<file path="src/rtl/rom_arbiter.sv">
// Fetch/debug arbiter for the instruction ROM read port.
// Fetch has priority; a starvation counter bounds the debug wait.
module rom_arbiter #(
    parameter int unsigned MAX_WAIT = 4
) (
    input  logic        clock,
    input  logic        reset_n,
    input  logic        f_req,
    input  logic [14:0] f_addr,
    output logic        f_gnt,
    output logic        f_valid,
    output logic [15:0] f_data,
    input  logic        d_req,
    input  logic [14:0] d_addr,
    output logic        d_gnt,
    output logic        d_valid,
    output logic [15:0] d_data,
    output logic [14:0] rom_address,
    input  logic [15:0] rom_out
);

    localparam logic [7:0] WAIT_MAX = 8'(MAX_WAIT);

    logic [7:0]  wait_q, wait_d;
    logic [14:0] last_addr_q, last_addr_d;
    logic [1:0]  owner_q, owner_d;
    logic        starve;

    always_comb begin
        starve      = (wait_q == WAIT_MAX) && d_req;
        d_gnt       = reset_n && d_req && (starve || !f_req);
        f_gnt       = reset_n && f_req && !starve;
        rom_address = last_addr_q;
        if (f_gnt) begin
            rom_address = f_addr;
        end else if (d_gnt) begin
            rom_address = d_addr;
        end
        last_addr_d = rom_address;
        owner_d     = {d_gnt, f_gnt};
        // Counter only runs while debug is actively being denied
        wait_d      = 8'd0;
        if (d_req && !d_gnt) begin
            wait_d = (wait_q == WAIT_MAX) ? wait_q : wait_q + 8'd1;
        end
    end

    always_ff @(posedge clock or negedge reset_n) begin
        if (!reset_n) begin
            wait_q      <= 8'd0;
            last_addr_q <= 15'd0;
            owner_q     <= 2'b00;
        end else begin
            wait_q      <= wait_d;
            last_addr_q <= last_addr_d;
            owner_q     <= owner_d;
        end
    end

    assign f_valid = owner_q[0];
    assign d_valid = owner_q[1];
    assign f_data  = rom_out;
    assign d_data  = rom_out;

endmodule

</file>
<file path="config.mk">
export PLATFORM = sky130hd
export DESIGN_NAME = rom_arbiter
export DESIGN_NICKNAME = d
export VERILOG_FILES = /design/src/rtl/rom_arbiter.sv
export SDC_FILE = /design/constraint.sdc
export NUM_CORES = 1
export LEC_CHECK = 0
export CAP_MARGIN = 15
export CORE_MARGIN = 10
export CORE_UTILIZATION = 31
export CTS_CLUSTER_SIZE = 24
export DETAILED_ROUTE_END_ITERATION = 8
export PLACE_DENSITY = 0.7
export SLEW_MARGIN = 25
export SYNTH_ARGS = -nofsm -noshare
export SYNTH_HDL_FRONTEND = slang
export SYNTH_SLANG_ARGS = --single-unit
export TNS_END_PERCENT = 10
</file>
<file path="constraint.sdc">
create_clock -name clock -period 3.26 [get_ports clock]
set_input_delay 0.652 -clock clock [delete_from_list [all_inputs] [get_ports clock]]
set_output_delay 0.652 -clock clock [all_outputs]
set_load 0.005 [all_outputs]
</file>
### Yosys cells after proc, flatten, opt, wreduce, memory -nomap -nowiden

Index checks and enable logic that the tools add are counted.

* output and inout bits: 51
* input port bits: 50
* logic and storage cells: 20
* bits in registers: 25

* $add $sub $neg: 1
* mux-type cells: 4
* equal/unequal tests: 2
* reduce and logical (&&, ||, !) cells: 10

Operator list (count)
* two-way mux 15 bit: 2
* two-way mux 8 bit: 2
* adder 8 x 1 -> 8 bit, second input constant: 1
* equality test 8 x 3 -> 1 bit, second input constant: 1
* logical AND 1 bit: 6
* logical NOT 1 bit: 3
* inequality test 2 bit, second input constant: 1
* logical OR 1 bit: 1

### Depth between registers and ports, before layout

* depth in word-level cells: 7
* mapped depth: 7
* mapped depth without buffers: 5

### Least setup slack after synthesis

Ideal clock, no wire load.

* path type: input-to-output
* start: input d_req
* end: output rom_address[10]
* required time: 2608 ps
* path buffers: 2
* arrival: 1968 ps
* stages on the path: 5
* path slack: 640 ps
* cell sequence: clkbuf_1 nand2_1 clkbuf_1 mux2_2 mux2_4

* cells in the longest elaborated chain, start to end: 5
* elaborated cells on any way between the ends: 8
* those cells by class: mux: 2; reduce/logical: 6

Ends and longest elaborated chain
* start: declaration: RTL line 13 `input logic d_req,`
* logical AND 1 bit: RTL line 30 `starve = (wait_q == WAIT_MAX) && d_req;`
* logical OR 1 bit: RTL line 31 `d_gnt = reset_n && d_req && (starve || !f_req);`
* logical AND 1 bit: RTL line 31
* two-way mux 15 bit: RTL line 36 `end else if (d_gnt) begin`
* two-way mux 15 bit *: RTL line 34 `if (f_gnt) begin`
* end: declaration: RTL line 18 `output logic [14:0] rom_address,`

Every way passes the cells marked *; elsewhere a longest branch is shown, timed or not.

### Worst setup path after layout

* start: register wait_q[1]
* end: output rom_address[4]

* cells in the longest elaborated chain, start to end: 6
* elaborated cells on any way between the ends: 8
* those cells by class: eq/ne: 1; mux: 2; reduce/logical: 5

Ends and longest elaborated chain
* start: declaration: RTL line 24 `logic [7:0] wait_q, wait_d;`
* start signal: assignment: RTL line 54 `wait_q <= wait_d;`
* equality test 8 x 3 -> 1 bit *: RTL line 30
* logical AND 1 bit *: RTL line 30
* logical OR 1 bit: RTL line 31
* logical AND 1 bit: RTL line 31
* two-way mux 15 bit: RTL line 36
* two-way mux 15 bit *: RTL line 34

Marks and branches as above.

==> flow_metrics.env <==
export IMPL_dp_hpwl_mm=2.82
export IMPL_gp_routability_congestion=0.775
export IMPL_grt_pass1_wl_mm=5.95
export IMPL_p_leak_nw=0.893
export IMPL_final_cell_mix="36 x clkdlybuf4s50_1, 25 x dfrtp_1, 21 x mux2_2, 16 x dlygate4sd2_1, 10 x buf_4"
export IMPL_die_height_um=91.8
export IMPL_drtIter0Drc=81
export IMPL_reg2regPathDepth=6
export IMPL_grt_max_degree=30
export IMPL_yosysWarnings=0
export IMPL_cp_top_family="buffers and inverters"
export IMPL_ys_ff_latch=25
export IMPL_top_level_ports=101
export IMPL_yosys_area_share_simple=0.105
export IMPL_dieWidth_um=91.8
export IMPL_status="finished, final reports clean"
export IMPL_wl_met1_mm=1.44
export IMPL_wl_met2_mm=1.76
export IMPL_insertion_delay_ns=0.27
export IMPL_final_max_slew_viol_count=0
export IMPL_start_kind="register"
export IMPL_r2r_slack_ns=1.22
export IMPL_slew_headroom=0.646
export IMPL_clk_pin_slew_ns=0.09
export IMPL_finalPower_uw=770
export IMPL_routed_wl_mm=3.63
export IMPL_cpPeakStageDelay_ns=0.50
export IMPL_cts_buffer_depth=2
export IMPL_port_buffer_count=52
export IMPL_initial_core_util=0.317
export IMPL_crit_buf_inv=3
export IMPL_finalCriticalPeriod_ns=3.13
export IMPL_antenna_found_initial=0
export IMPL_netlist_area_um2=1600
export IMPL_nFillCells=487
export IMPL_highest_layer="met4"
export IMPL_hold_class="reg -> reg"
export IMPL_path_max_fanout=8
export IMPL_reg2reg_to="last_addr_q[0]"
export IMPL_grt_use_total=0.0848
export IMPL_cp_arrival_ns=2.47
export IMPL_rsz0062_at_grt="yes"
export IMPL_r2r_start="wait_q[1]"
export IMPL_drv_cap=0
export IMPL_die_area_um2=8430
export IMPL_grt_overflow=0
export IMPL_vias=1086
export IMPL_core_um2=5040
export IMPL_layoutNonFillerInstCount=241
export IMPL_finalSetupViolCount=0
export IMPL_min_period_over_period=0.959
export IMPL_ys_types=30
export IMPL_synth_cells=140
export IMPL_route_met3_wl_um=413
export IMPL_detail_route_antenna_nets=0
export IMPL_syn_num_nets=192
export IMPL_critPathLaunch="wait_q[1]"
export IMPL_endpoint="rom_address[4]"
export IMPL_postCtsHoldBufs=0
export IMPL_n_antenna_cell=0
export IMPL_cp_depth=7
export IMPL_num_rows=26
export IMPL_powerDensity_nw_per_um2=371
export IMPL_slowest_stage="or4b_4"
export IMPL_h_tree_depth=1
export IMPL_tightest_slew_ns=0.529
export IMPL_path_class="reg -> out"
export IMPL_dp_cells=234
export IMPL_peakVddDrop_mv=0.195
export IMPL_synth_top_family_by_area="multiplexers"
export IMPL_synth_fa_ha_area_frac=0.0157
export IMPL_fin_skew_ns=0.00252
export IMPL_crit_path_cell_trace="inv_1 > ha_1 > or4b_4 > o211ai_4 > buf_12 > mux2_2 > dlygate4sd2_1"
export IMPL_endpoint_kind="primary output"
export IMPL_tns_ns=0
export IMPL_wl_per_cell_um=15.0
export IMPL_drive_above_1_share=0.287
export IMPL_multi_input_comb_area_um2=674
export IMPL_synth_compound_area_frac=0.0579
export IMPL_synth_seq_area_share=0.392
export IMPL_synthToLayoutAreaGrowth_pct=29.8
export IMPL_first_pass_iters=4
export IMPL_viasPerCell=4.51
export IMPL_grt_pass1_vias=1208
export IMPL_synth_xor_area_frac=0.0110
export IMPL_regArea_um2=626
export IMPL_cts_tree="built"
export IMPL_numCtsBuffers=3
export IMPL_synth_area_mux_share=0.233
export IMPL_fin_nets=224
export IMPL_syn_area_per_cell_um2=11.4
export IMPL_max_freq_mhz=320
export IMPL_route_detailed_drc=0
export IMPL_critical_path_required_ns=2.61
export IMPL_finalHoldViolCount=0
export IMPL_cts_sinks=25
export IMPL_clockRootBuffer="clkbuf_8"
export IMPL_final_common_cell="clkdlybuf4s50_1"
-- registers in the layout (all words and copies together), names as in the netlist --
signal and count:
last_addr_q 15, wait_q 8, owner_q 2
-- tightest hold or removal path: stages (launching register included) --
cell and delay (ns):
dfrtp_1 0.36, inv_1 0.06, nand3_1 0.06, o21ai_0 0.06
-- synth_stat cells, drive strengths merged --
cell type,number,area share
buf,34,0.17
mux2,30,0.23
dfrtp,25,0.39
nand3,5,0.016
a21oi,4,0.013
inv,4,0.0094
nand2,4,0.0094
o21ai,4,0.013
clkbuf,3,0.0070
nand4,3,0.012
nor2,3,0.0070
or3,3,0.013
ha,2,0.016
nor3,2,0.0063
o2111ai,2,0.011
o211ai,2,0.018
xor2,2,0.011
a31oi,1,0.0039
nand2b,1,0.0039
nand4bb,1,0.0070
nor4,1,0.0039
nor4b,1,0.0055
nor4bb,1,0.0063
or4b,1,0.0086
or4bb,1,0.0070
-- how the worst min path moves through the flow --
stage,to,start,cells past startpoint
after floorplan,last_addr_q[0],reset_n,0
after global placement,wait_q[7],wait_q[7],2
after detailed placement,wait_q[0],wait_q[0],2
after CTS,wait_q[0],wait_q[0],3
after global routing,wait_q[0],wait_q[0],3
final,wait_q[0],wait_q[0],3
-- routing by layer --
metal  vias to the layer above  global-route usage
met5                         -                   0
met4                         0              0.0219
met3                         2              0.0456
met2                        41               0.144
met1                       519              0.0903
li1                        524                   -
-- power by group --
group          leakage, nW  switching, mW  internal, mW
combinational        0.560         0.0810         0.148
sequential           0.312        0.00919         0.341
clock               0.0217          0.104        0.0866
total                0.893          0.194         0.576
-- area by class of cell --
| type | instances | area share |
|---|---|---|
| clock inverters | 1 | 0.00362 |
| well taps | 70 | 0.0422 |
| multi-input cells | 74 | 0.325 |
| repair buffers | 64 | 0.300 |
| inverters | 4 | 0.00724 |
| flip-flops and latches | 25 | 0.302 |
| clock buffers | 3 | 0.0199 |
-- per-stage QoR --
step | utilization | worst slack (ns) | instance area, um2 | hold WS, ns
final | 0.411 | 0.134 | 2070 | 0.572
after global routing | 0.411 | -0.0125 | 2070 | 0.613
after CTS | 0.411 | 0.125 | 2070 | 0.571
after detailed placement | 0.397 | 0.00472 | 2000 | 0.568
after global placement | 0.397 | 0.0650 | 2000 | 0.570
after floorplan | - | 0.640 | 1600 | 0.356
-- kinds of logic (layout without fill, tap and decap cells) --
logic type | after synthesis | count (layout)
AOI/OAI and AO/OA | 13 | 13
DFF | 25 | 25
xor gates and xnor gates | 2 | 2
muxes | 30 | 30
adders and majority gates | 2 | 2
buffers and inverters | 41 | 72
and+or+nand+nor | 27 | 27
-- timing repair --
item                       CTS  global route
cloned                       1             0
gates resized for setup     17             0
setup endpoints to repair   15             3
setup buffers                2             0
pin swaps                    1             0
Note: power is estimated with default switching activity, not from simulation.
